===== config.mk =====
export PLATFORM = sky130hd
export DESIGN_NAME = ifu_fetch
export DESIGN_NICKNAME = d
export VERILOG_FILES = /design/src/rtl/ifu_fetch.sv
export SDC_FILE = /design/constraint.sdc
export NUM_CORES = 1
export LEC_CHECK = 0
export ABC_AREA = 1
export CELL_PAD_IN_SITES_DETAIL_PLACEMENT = 1
export CELL_PAD_IN_SITES_GLOBAL_PLACEMENT = 2
export CORE_ASPECT_RATIO = 0.75
export CORE_UTILIZATION = 21
export CTS_CLUSTER_DIAMETER = 200
export DETAILED_ROUTE_END_ITERATION = 12
export PLACE_DENSITY_LB_ADDON = 0.15
export SYNTH_ARGS = -nofsm -noshare
export SYNTH_HDL_FRONTEND = slang
export SYNTH_SLANG_ARGS = --single-unit

===== constraint.sdc =====
create_clock -name clk -period 1.8 [get_ports clk]
set_input_delay 0.27 -clock clk [delete_from_list [all_inputs] [get_ports clk]]
set_output_delay 0.27 -clock clk [all_outputs]
set_load 0.02 [all_outputs]

===== src/rtl/ifu_fetch.sv =====
// Instruction fetch stage: owns the architectural PC, issues one icache fetch
// at a time and hands {inst, pc, fault} to decode over valid/ready. Redirects
// from later stages replace the PC and squash any response still in flight.
//
// Ports
//   clk, rst_n        clock, synchronous active-low reset
//   ifu_arvalid/ready fetch address handshake, ifu_raddr = pc word address
//   ifu_rvalid/rready instruction response handshake, ifu_rdata/ifu_rresp payload
//   redirect_valid/pc PC redirect from branch/jump/trap logic
//   idu_valid/ready   decode handshake, idu_inst/idu_pc/idu_fault payload
module ifu_fetch #(
  parameter int unsigned DATA_LEN = 32,
  parameter logic [31:0] RESET_PC = 32'h8000_0000
) (
  input  logic                clk,
  input  logic                rst_n,
  output logic                ifu_arvalid,
  input  logic                ifu_arready,
  output logic [DATA_LEN-3:0] ifu_raddr,
  input  logic                ifu_rvalid,
  output logic                ifu_rready,
  input  logic [31:0]         ifu_rdata,
  input  logic [2:0]          ifu_rresp,
  input  logic                redirect_valid,
  input  logic [DATA_LEN-1:0] redirect_pc,
  output logic                idu_valid,
  input  logic                idu_ready,
  output logic [31:0]         idu_inst,
  output logic [DATA_LEN-1:0] idu_pc,
  output logic                idu_fault
);

  localparam int unsigned INST_W = 32;
  localparam logic [DATA_LEN-1:0] RESET_PC_EXT = DATA_LEN'(RESET_PC);
  localparam logic [DATA_LEN-1:0] PC_STEP      = DATA_LEN'(4);
  localparam logic [DATA_LEN-1:0] ALIGN_MASK   = ~DATA_LEN'(3);

  typedef enum logic [2:0] {
    S_BOOT  = 3'd0,
    S_REQ   = 3'd1,
    S_WAIT  = 3'd2,
    S_HOLD  = 3'd3,
    S_STALL = 3'd4
  } state_e;

  state_e              state_q, state_d;
  logic [DATA_LEN-1:0] pc_q, pc_d;
  logic                drop_q, drop_d;
  logic [INST_W-1:0]   inst_q, inst_d;
  logic                fault_q, fault_d;

  logic                ar_hs, r_hs, idu_hs;
  logic [DATA_LEN-1:0] redir_pc;

  assign ar_hs    = (state_q == S_REQ)  && ifu_arready;
  assign r_hs     = (state_q == S_WAIT) && ifu_rvalid;
  assign idu_hs   = (state_q == S_HOLD) && idu_ready;
  assign redir_pc = redirect_pc & ALIGN_MASK;

  // State register
  always_ff @(posedge clk) begin
    if (!rst_n) state_q <= S_BOOT;
    else        state_q <= state_d;
  end

  // Next-state logic; redirect beats an idu handshake in HOLD
  always_comb begin
    state_d = state_q;
    case (state_q)
      S_BOOT:  state_d = S_REQ;
      S_REQ:   if (ar_hs) state_d = S_WAIT;
      S_WAIT: begin
        if (r_hs) state_d = (drop_q || redirect_valid) ? S_REQ : S_HOLD;
      end
      S_HOLD: begin
        if (redirect_valid)  state_d = S_REQ;
        else if (idu_hs)     state_d = fault_q ? S_STALL : S_REQ;
      end
      S_STALL: if (redirect_valid) state_d = S_REQ;
      default: state_d = S_BOOT;
    endcase
  end

  // Output decode from the state register
  always_comb begin
    ifu_arvalid = (state_q == S_REQ);
    ifu_rready  = (state_q == S_WAIT);
    idu_valid   = (state_q == S_HOLD);
    ifu_raddr   = pc_q[DATA_LEN-1:2];
    idu_inst    = inst_q;
    idu_pc      = pc_q;
    idu_fault   = fault_q;
  end

  // Datapath next values: pc, stale-response drop flag, captured instruction
  always_comb begin
    pc_d    = pc_q;
    drop_d  = drop_q;
    inst_d  = inst_q;
    fault_d = fault_q;
    case (state_q)
      S_REQ: begin
        if (redirect_valid) begin
          pc_d = redir_pc;
          // request for the old PC already left; squash its response
          if (ar_hs) drop_d = 1'b1;
        end
      end
      S_WAIT: begin
        if (r_hs) begin
          if (drop_q || redirect_valid) begin
            drop_d = 1'b0;
            if (redirect_valid) pc_d = redir_pc;
          end else begin
            inst_d  = ifu_rdata;
            fault_d = |ifu_rresp;
          end
        end else if (redirect_valid) begin
          pc_d   = redir_pc;
          drop_d = 1'b1;
        end
      end
      S_HOLD: begin
        if (redirect_valid)          pc_d = redir_pc;
        else if (idu_hs && !fault_q) pc_d = pc_q + PC_STEP;
      end
      S_STALL: if (redirect_valid) pc_d = redir_pc;
      default: ;
    endcase
  end

  // Datapath registers
  always_ff @(posedge clk) begin
    if (!rst_n) begin
      pc_q    <= RESET_PC_EXT;
      drop_q  <= 1'b0;
      inst_q  <= '0;
      fault_q <= 1'b0;
    end else begin
      pc_q    <= pc_d;
      drop_q  <= drop_d;
      inst_q  <= inst_d;
      fault_q <= fault_d;
    end
  end

endmodule


Word-level counts from Yosys, hierarchy flattened
Index checks and enable logic that the tools add are counted.
{"block": "classes", "addsub": 1, "n_eq_ne": 12, "mux": 20, "n_bitwise": 1, "reduce_logical": 15}
{"operator": "$mux 32", "count": 5}
{"operator": "$pmux 32 s3", "count": 1}
{"operator": "$add 32x3->32 const B", "count": 1}
{"operator": "$mux 3", "count": 6}
{"operator": "$pmux 3 s5", "count": 1}
{"operator": "$ne 3x2->1 const B", "count": 3}
{"operator": "$eq 3x2->1 const B", "count": 2}
{"operator": "$ne 2x1->1 const B", "count": 3}
{"operator": "$reduce_and 3->1", "count": 2}
{"operator": "$mux 1", "count": 5}
{"operator": "$reduce_and 5->1", "count": 1}
{"operator": "$logic_and 1x1->1", "count": 4}
{"operator": "$reduce_and 4->1", "count": 1}
{"operator": "$eq 3x1->1 const B", "count": 1}
{"operator": "$eq 3x3->1 const B", "count": 1}
{"operator": "$logic_not 3->1", "count": 1}
{"operator": "$ne 3x1->1 const B", "count": 1}
{"operator": "$reduce_bool 3->1", "count": 1}
{"operator": "$reduce_or 3->1", "count": 1}
{"operator": "$mux 2", "count": 1}
{"operator": "$ne 2x2->1 const B", "count": 1}
{"operator": "$pmux 1 s2", "count": 1}
{"operator": "$reduce_bool 2->1", "count": 1}
{"operator": "$reduce_or 2->1", "count": 1}
{"operator": "3 further kinds", "count": 3}
{"block": "word_totals", "register_bits": 69, "inputBits": 73, "output_inout_bits": 98, "word_cells": 54}

Longest topological paths before layout
Gate-level depths: netlist (run 1).
{"block": "logic_depth", "word_depth": 6, "mapped_depth": 10, "ltp_nobuf": 10}

Least setup slack after synthesis (run 1)
Ideal clock, no wire load.
{"block": "synth_timing", "kind": "reg2reg", "from": "register pc_q[3] (netlist: idu_pc[3])", "to": "register pc_q[16] (netlist: idu_pc[16])", "t_arrival_ps": 1502, "required_ps": 1668, "setup_slack_ps": 166, "path_stages_with_launch": 11, "path_buffers": 0, "cell_sequence": "dfxtp_1 > ha_1 > nand2_1 > nor2_1 > nand2_2 > nor2_1 > nand2_1 > nand2_1 > nand3_1 > nand2_1 > a21oi_1"}
{"block": "synth_between", "elab_chain_len": 4}
{"item": "start: declaration", "line_no": "47", "rtl": "logic [DATA_LEN-1:0] pc_q, pc_d;"}
{"item": "start signal: assignment", "line_no": "140", "rtl": "pc_q <= pc_d;"}
{"item": "$add 32x3->32", "line_no": "125", "rtl": "else if (idu_hs && !fault_q) pc_d = pc_q + PC_STEP;"}
{"item": "$mux 32", "line_no": "125"}
{"item": "$mux 32", "line_no": "124", "rtl": "if (redirect_valid) pc_d = redir_pc;"}
{"item": "$pmux 32 s3", "line_no": "101", "rtl": "case (state_q)"}
No other way between the ends. The select of a mux whose other input is x is not followed.
A chain may end at the register's enable or synchronous reset.

Final worst setup path (run 1)
{"block": "layout_timing", "from": "register pc_q[11] (netlist: idu_pc[11])", "to": "output port idu_pc[11]"}
{"item": "end: declaration", "line_no": "29", "rtl": "output logic [DATA_LEN-1:0] idu_pc,"}
No word-level cell between the ends.

==> flow_metrics.py, run 1 <==
metrics = {
    "synth": {
        "synth_area_leader_cell": "dfxtp_1",
        "synth_top_family_by_area": "simple AND/OR/NAND/NOR gates",
        "yosysUniqueCellTypes": 33,
        "synth_seq_cells": 67,
        "synth-edff-count": 0,
        "seq_area_frac_synth": 0.337,
        "syn_avg_cell_area_um2": 6.31,
        "yosysMostFrequentCell": "nand2_1",
        "synth-xor-area-share": 0.00220,
        "netlist.area_leader.share": 0.337,
        "ys_warn_count": 0,
        "netlist_area_um2": 3980,
        "ys.flop_type": "dfxtp_1",
        "synthSimpleGateAreaFrac": 0.385,
        "postSynthCellCount": 631,
        "synth.area.top_cells": "dfxtp_1, nand2_1, nand3_1",
        "synthAdderAreaFrac": 0.00314,
        "synthMuxAreaShare": 0,
        "synth_commonest_cells": "nand2_1, nor2_1, nand3_1, dfxtp_1, a21oi_1",
        "synth-compound-area-share": 0.129,
        "async_reset_ff_frac": 0,
    },
    "grt": {
        "grt_start_max_net_pins": 56,
        "grt_pass1_vias": 4545,
        "grt_pass1_wl_um": 24600,
        "track_usage": 0.163,
        "grt.overflow.total": 0,
        "antenna_found_initial": 0,
    },
    "pwr": {
        "clock_power_share": 0.249,
        "leakage_nw": 2.39,
        "seqPwrFrac": 0.297,
        "p_switching_w": 0.00288,
        "total_power_w": 0.00720,
        "switching_share": 0.401,
        "p_per_area_nw_per_um2": 1150,
        "peakVddDrop_mv": 0.613,
        "power.internal_w": 0.00431,
        "comb_power_share": 0.453,
    },
    "floorplan": {
        "initial_core_util": 0.215,
        "placementRows": 43,
        "die_w_um": 161,
        "dieArea_um2": 19500,
        "io_pins": 171,
        "core_area_um2": 18500,
        "die_y_um": 121,
    },
    "placement": {
        "hpwl_um": 12000,
        "numPortBuffers": 166,
        "place_area_um2": 5920,
        "dp_slack_ns": -0.0770,
        "routabilityCongestion": 0.809,
    },
    "clock_tree": {
        "htreeDepth": 3,
        "numCtsBuffers": 9,
        "cts_tree": "yes",
        "postCtsHoldBufs": 0,
        "cts.path.max_buffers": 2,
        "root_buffer": "clkbuf_16",
        "clkLatencyLatePin_ns": 0.34,
        "clock_sinks": 67,
        "clkTransAtPathRegs_ns": 0.06,
    },
    "route": {
        "wire_per_inst_um": 15.2,
        "drc": 0,
        "drt_iter0_drc": 169,
        "dr.pass1.iters": 4,
        "vias": 4599,
        "routed_wirelength_um": 15900,
        "drtAntennaViolNets": 0,
        "vias_per_cell": 4.41,
    },
    "outcome": {
        "status": "complete, no violations",
    },
    "setup_path": {
        "rr_startpoint": "idu_pc[16]",
        "cp-start-kind": "register",
        "arrival_ns": 1.48,
        "crit_start": "idu_pc[11]",
        "critPathCaptureType": "primary output",
        "critical_path_class": "register to primary output",
        "crit_fanout": 4,
        "required_ns": 1.53,
    },
    "sta": {
        "setup_viol": 0,
        "setup_tns_ns": 0,
        "fin_crit_ns": 1.75,
        "finalCritPeriodShare": 0.974,
        "max_freq_ghz": 0.571,
        "post-route-worst-setup-slack_ns": 0.0475,
        "whs_ns": 0.463,
        "clock_skew_ns": 0.00639,
        "hold_viol_final": 0,
        "slew_viol_final": 0,
    },
    "run": {
        "drv_cap": 0,
    },
    "layout": {
        "syn_to_final_growth_pct": 57.5,
        "n_fill_cell": 2302,
        "antenna_cells": 0,
        "finalInstanceArea_um2": 6270,
        "drive_gt1_frac": 0.117,
        "final_nets": 864,
    },
    "min_path": {
        "min_from": "idu_inst[23]",
        "min_path_type": "register to register",
    },
}
[final timing paths]
check | endpoint | slack (ns) | cells past startpoint
max | idu_pc[11] | 0.05 | 2
max reg2reg | idu_pc[21] | 0.17 | 10
min reg2reg | idu_inst[23] | 0.46 | 2
min | idu_inst[23] | 0.46 | 2
[worst max-delay path, cell delays in order (launching register included)]
cell and delay [ns]:
dfxtp_1 0.39, buf_4 0.15, clkdlybuf4s50_1 0.60
[cell type report]
cell class / count / area [um^2] / area share
multi-input combinational: 464 / 2110 / 0.336
inverter: 42 / 159 / 0.0253
clock buffer: 9 / 225 / 0.0359
clock inverter: 7 / 68.8 / 0.0110
tap: 247 / 309 / 0.0493
sequential: 67 / 1350 / 0.215
timing repair buffer: 206 / 2050 / 0.327
[per-layer routing]
metal,up-vias,track usage,wire (um)
met2,101,0.254,6930
li1,2323,-,-
met3,9,0.0332,746
met1,2166,0.229,8090
met5,-,0,0
met4,0,0.0371,125
[sequential cells by signal, indices dropped and copies added, names as in the netlist]
signal     flops
drop_q         1
idu_fault      1
state_q        3
idu_inst      32
idu_pc        30
[metrics by stage]
stage | instances | util
6_report | 1042 | 0.339
5_1_grt | 1042 | 0.339
4_1_cts | 1041 | 0.335
3_5_place_dp | 1025 | 0.320
3_3_place_gp | 1025 | 0.320
2_1_floorplan | 632 | -
[power by group through the flow]
stage               registers (W)  logic [W]  clock network [W]
finish                    0.00214    0.00326            0.00179
global route              0.00219    0.00354            0.00193
CTS                       0.00214    0.00331            0.00187
detailed placement        0.00216    0.00333                  0
global placement          0.00215    0.00329                  0
floorplan                 0.00235    0.00170                  0
[placed cells by master, fill, tap and decap left out, types with 2 or more instances in the layout]
cell type	netlist	routed
nand3_1	68	68
nor2_4	4	6
dfxtp_1	67	59
buf_4	34	34
or2_2	3	3
o21ai_1	3	3
o21a_1	2	2
buf_12	0	6
inv_2	5	5
dlygate4sd2_1	0	7
inv_1	36	36
nand4_1	3	3
clkinvlp_4	0	2
nand2_1	195	195
clkinv_2	1	4
dlymetal6s2s_1	0	9
nor2_1	73	67
nand2_2	3	2
nand3b_1	4	4
a21oi_1	66	66
a31oi_1	3	3
conb_1	1	2
clkdlybuf4s50_1	0	150
clkbuf_16	0	9
o21ai_0	21	21
dfxtp_2	0	8
nor2_2	4	8
[logic make-up after synthesis]
kind of cell / count (synthesis)
simple gates: 361
buf+inv: 101
compound gates: 99
flops: 67
xor+xnor: 1
fa+ha+maj: 1
other cells: 1
[what timing repair did]
item / in CTS / in global routing
setup endpoints to repair: 17 / 26
pin swaps: 0 / 1
buffers inserted: 0 / 1
gates resized for setup: 10 / 22
Note: power is estimated with default switching activity, not from simulation.
==> run 2: changes to the inputs <==
- CTS_CLUSTER_SIZE: unset -> 16
==> results of run 2 <==
No change in the layout: final DEF, timing and power equal those of run 1.
==> run 3: changes to the inputs <==
- GPL_TIMING_DRIVEN: unset -> 0
- HOLD_SLACK_MARGIN: unset -> 0.1
==> flow_metrics.py, run 3 (synthesized netlist as in run 1, its figures left out) <==
metrics = {
    "clock_tree": {
        "cts.path.max_buffers": 2,
        "clock_sinks": 67,
        "numCtsBuffers": 9,
        "postCtsHoldBufs": 0,
        "clkLatencyLatePin_ns": 0.35,
        "htreeDepth": 3,
        "cts_tree": "yes",
        "root_buffer": "clkbuf_16",
        "clkTransAtPathRegs_ns": 0.06,
    },
    "sta": {
        "slew_viol_final": 0,
        "finalCritPeriodShare": 0.972,
        "max-slew-margin-rel": 0.572,
        "hold_viol_final": 0,
        "tightest_slew_ns": 0.642,
        "max_freq_ghz": 0.571,
        "setup_tns_ns": 0,
        "fin_crit_ns": 1.75,
        "post-route-worst-setup-slack_ns": 0.0497,
        "clock_skew_ns": 0.00654,
        "setup_viol": 0,
    },
    "pwr": {
        "comb_power_share": 0.448,
        "clock_power_share": 0.253,
        "p_per_area_nw_per_um2": 1180,
        "leakage_nw": 2.38,
        "power.internal_w": 0.00452,
        "switching_share": 0.404,
        "p_switching_w": 0.00306,
        "seqPwrFrac": 0.299,
        "peakVddDrop_mv": 0.521,
    },
    "route": {
        "vias": 4689,
        "vias_per_cell": 4.41,
        "drtAntennaViolNets": 0,
        "dr.pass1.iters": 4,
        "wire_per_inst_um": 16.2,
        "drc": 0,
        "drt_iter0_drc": 208,
        "routed_wirelength_um": 17300,
    },
    "placement": {
        "dp_slack_ns": -0.256,
        "routabilityCongestion": 0.848,
        "numPortBuffers": 166,
        "place_area_um2": 5960,
        "hpwl_um": 13300,
    },
    "floorplan": {
        "core_area_um2": 18500,
        "die_y_um": 121,
        "initial_core_util": 0.215,
        "die_w_um": 161,
        "dieArea_um2": 19500,
        "placementRows": 43,
        "io_pins": 171,
    },
    "setup_path": {
        "reg2regPathDepth": 8,
        "critical_path_class": "register to primary output",
        "crit_fanout": 5,
        "cp_cell_sequence": "buf_4 > clkdlybuf4s50_1",
        "required_ns": 1.53,
        "crit_buf_inv": 2,
        "critPathCaptureType": "primary output",
        "crit_family": "buffers and inverters",
        "cp_slowest_cell": "clkdlybuf4s50_1",
        "arrival_ns": 1.48,
        "path_depth": 2,
        "slowest_delay_ns": 0.58,
        "cp-start-kind": "register",
    },
    "layout": {
        "layout_commonest_cell": "nand2_1",
        "n_fill_cell": 2326,
        "antenna_cells": 0,
        "final_nets": 886,
        "drive_gt1_frac": 0.163,
        "most-common-layout-cells": "nand2_1, clkdlybuf4s50_1, nand3_1",
        "finalInstanceArea_um2": 6400,
        "largest_reg_flops": 32,
        "syn_to_final_growth_pct": 60.9,
    },
    "run": {
        "drv_cap": 0,
    },
    "grt": {
        "track_usage": 0.180,
        "grt_pass1_wl_um": 26700,
        "grt_pass1_vias": 4870,
        "antenna_found_initial": 0,
        "grt.overflow.total": 0,
        "grt_start_max_net_pins": 13,
    },
    "min_path": {
        "min_path_type": "register to register",
        "whs_path_depth": 2,
    },
    "outcome": {
        "status": "complete, no violations",
    },
}
[run 3: changes by cell type in the layout (fill, tap and decap cells not counted), sizes merged]
cell and change:
clkinvlp -1, buf +12, clkinv -2, dlygate4sd2 -1
inv +1, clkbuf +12, clkdlybuf4s50 +6, dlymetal6s2s -5
[run 3: path summary, 6_finish.rpt]
kind / start / end / slack (ns)
worst max register to register: idu_pc[11] / idu_pc[13] / 0.13
worst min register to register: idu_inst[23] / idu_inst[23] / 0.46
worst min-delay path: idu_inst[23] / idu_inst[23] / 0.46
worst max-delay path: idu_pc[31] / ifu_raddr[29] / 0.05
[run 3: layer usage]
layer  part of all wire  vias to the layer above  global-route usage  wire length, um
li1                   -                     2369                   -                -
met1               0.50                     2203               0.251             8680
met2               0.43                      104               0.279             7470
met3              0.052                       13              0.0338              892
met4              0.012                        0              0.0507              215
met5                  0                        -                   0                0
[run 3: cell type report]
class	count	area (um^2)	area share
clock buffer	11	253	0.0395
inverter	42	159	0.0248
buffer	59	409	0.0639
multi-input combinational	464	2140	0.335
clock inverter	5	60.1	0.00938
sequential	67	1380	0.216
timing repair buffer	169	1690	0.263
tap	247	309	0.0483
[run 3: what timing repair did]
action                     CTS  global route
resized for setup           34            26
pin swaps                    0             2
setup endpoints to repair   42            62
buffers inserted             0             3
[run 3: through the flow]
stage | hold slack [ns] | utilization | total power, W | cells
after floorplan | 0.408 | - | 0.00405 | 632
after global placement | 0.450 | 0.322 | 0.00559 | 1045
after detailed placement | 0.455 | 0.322 | 0.00565 | 1045
after CTS | 0.464 | 0.341 | 0.00763 | 1061
after global routing | 0.482 | 0.346 | 0.00804 | 1064
final | 0.461 | 0.346 | 0.00757 | 1064
[run 3: power by group through the flow]
stage	clock [W]	combinational [W]	sequential [W]
floorplan	0	0.00170	0.00235
global route	0.00203	0.00368	0.00233
CTS	0.00198	0.00340	0.00225
finish	0.00191	0.00339	0.00226
global placement	0	0.00336	0.00223
detailed placement	0	0.00340	0.00224
[run 3: worst reg2reg max path, cell delays in order (launching register included)]
cell	delay [ns]
dfxtp_2	0.40
nand2_1	0.19
nor2_1	0.33
nand3_1	0.19
o21ai_0	0.19
nand2_1	0.07
nand2_1	0.06
nand2_1	0.05
a21oi_1	0.12
==> variant (config.mk and constraints of run 3) <==
Register the output `idu_fault`; this adds one clock of latency there. The other outputs are not delayed to match.
--- a/src/rtl/ifu_fetch.sv
+++ b/src/rtl/ifu_fetch.sv
@@ -44,2 +44,4 @@
   } state_e;
+
+  logic idu_fault_d;
 
@@ -91,3 +93,3 @@
     idu_pc      = pc_q;
-    idu_fault   = fault_q;
+    idu_fault_d = fault_q;
   end
@@ -146,2 +148,6 @@
 
+  always_ff @(posedge clk) begin
+    idu_fault <= idu_fault_d;
+  end
+
 endmodule
Formal check against the unedited RTL: not equivalent (Yosys sat finds a counterexample within 4 cycles, from zero or initial values and one cycle with rst_n low).
==> variant against run 3 <==
- power up 1.7%
- wire length down 0.40%
- worst setup slack gained 15 ps
- sequential cell count is 1 higher
- die area rose by 0.50%
- cell count unchanged
- synthesized area up 0.50%
- first-iteration DRC count rose by 10%
- final area is 0.35% higher
- fmax increased by 0.89%
- critical endpoint is now ifu_raddr[22]
- largest cell class unchanged
==> variant: results (changes against run 3) <==
** Placed design
- The detailed-placement wirelength estimate is 13,320 µm (was 13,300 µm).
- Placed standard-cell area :: 5976 µm² (was 5956 µm²)
- Final RePlAce weighted congestion :: 0.8523 (was 0.8482)
- Placed Cells :: 1,046 (was 1,045)

** Final layout
- Number of fill cells :: 2,323 (was 2,326)
- Fraction of standard cell area that is sequential :: 21.92% (was 21.61%)
- Area taken by multi-input logic gates :: 2131 µm² (was 2145 µm²)
- Clock buffers and inverters, area share :: 5.217% (was 4.884%)
- Seq. cell area :: 1409 µm² (was 1384 µm²)
- Layout buffer count excluding clock buffers :: 227 (was 228)
- The multi-input combinational gate total is 464 (unchanged).

** Logic synthesis
- Area fraction in compound gates after synthesis :: 12.88% (was 12.95%)
- The proportion of synthesized chip area in sequential cells came to 34.02% (was 33.69%).
- The arithmetic-cell share of the synthesized area counting full adders, half adders and majority gates is 0.3127% (was 0.3143%).
- Mean Syn Cell Area :: 6.331 µm² (was 6.310 µm²)
- The XOR/XNOR share of the synthesized area is 0.2189% (was 0.2200%).
- Most area-consuming cells after synthesis: dfxtp_1 (34%), nand2_1 (18%), nand3_1 (8.5%), a21oi_1 (8.3%), nor2_1 (6.8%) (was dfxtp_1 (34%), nand2_1 (18%), nand3_1 (8.5%), a21oi_1 (8.3%), nor2_1 (6.9%)).
- Synth top cells by count: nand2_1 (195), nor2_1 (73), dfxtp_1 (68), nand3_1 (68), a21oi_1 (66) (was nand2_1 (195), nor2_1 (73), nand3_1 (68)).

** Clocking
- The number of instances resized during post-cts repair came to 33 (was 34).
- The clock net sink count is 68 (was 67).

** Route
- Met1 layer wirelength in the final routing :: 8911 µm (was 8681 µm)
- Final wirelength :: 17,190 µm (was 17,260 µm)
- The via count normalized by instance count came to 4.422 (was 4.407).
- The amount of wire on met3 after detailed routing came to 737 µm (was 892 µm).
- The first-iteration detailed-routing DRC count came to 229 (was 208).
- Via count :: 4,705 (was 4,689)

** Power
- The largest voltage drop on the vdd net was 0.5066 mV (was 0.5211 mV).
- Sw Pwr :: 3.027 mW (was 3.057 mW)
- Leakage dissipation :: 2.361 nW (was 2.383 nW)

** Setup path
- Worst R2R Path Depth :: 7 (was 8)
- The highest fanout seen on the critical path was 7 (was 5).

** Global route
- The met3 capacity usage during global routing is 3.235% (was 3.383%).
- GRT Overall Usage :: 17.87% (was 17.96%)
- Met2 GRT Util :: 27.13% (was 27.94%)
- The met1 usage was 26.02% (was 25.12%).
- Global-route wire length before repair :: 26,650 µm (was 26,670 µm)

** Timing
- Tightest Pin Transition :: 630.6 ps (was 642.3 ps)
- Final Skew :: 6.767 ps (was 6.541 ps)

** Status
- Outcome: completed (unchanged).

** Hold path
- The depth of the worst hold-timing path was 0 (was 2).
## variant: power groups by stage
| stage | clock network (mW) | logic (mW) | registers, mW |
|---|---|---|---|
| 6_report | 2.04 | 3.38 | 2.29 |
| 5_1_grt | 2.16 | 3.66 | 2.35 |
| 4_1_cts | 2.10 | 3.42 | 2.27 |
| 3_5_place_dp | 0 | 3.41 | 2.26 |
| 3_3_place_gp | 0 | 3.36 | 2.25 |
| 2_1_floorplan | 0 | 1.70 | 2.37 |
## variant: cells by family (layout without fill, tap and decap cells)
logic type | Yosys count | count (layout)
AOI/OAI and AO/OA | 99 | 99
adders and majority gates | 1 | 1
DFF | 68 | 68
and+or+nand+nor | 361 | 361
other | 1 | 2
buffers and inverters | 101 | 285
xor gates and xnor gates | 1 | 1
## variant: final timing paths
check | end | start | slack [ps]
min reg2reg | idu_fault | fault_q | 390
max reg2reg | idu_pc[25] | idu_pc[17] | 120
min | idu_fault | fault_q | 390
max | ifu_raddr[22] | idu_pc[24] | 70
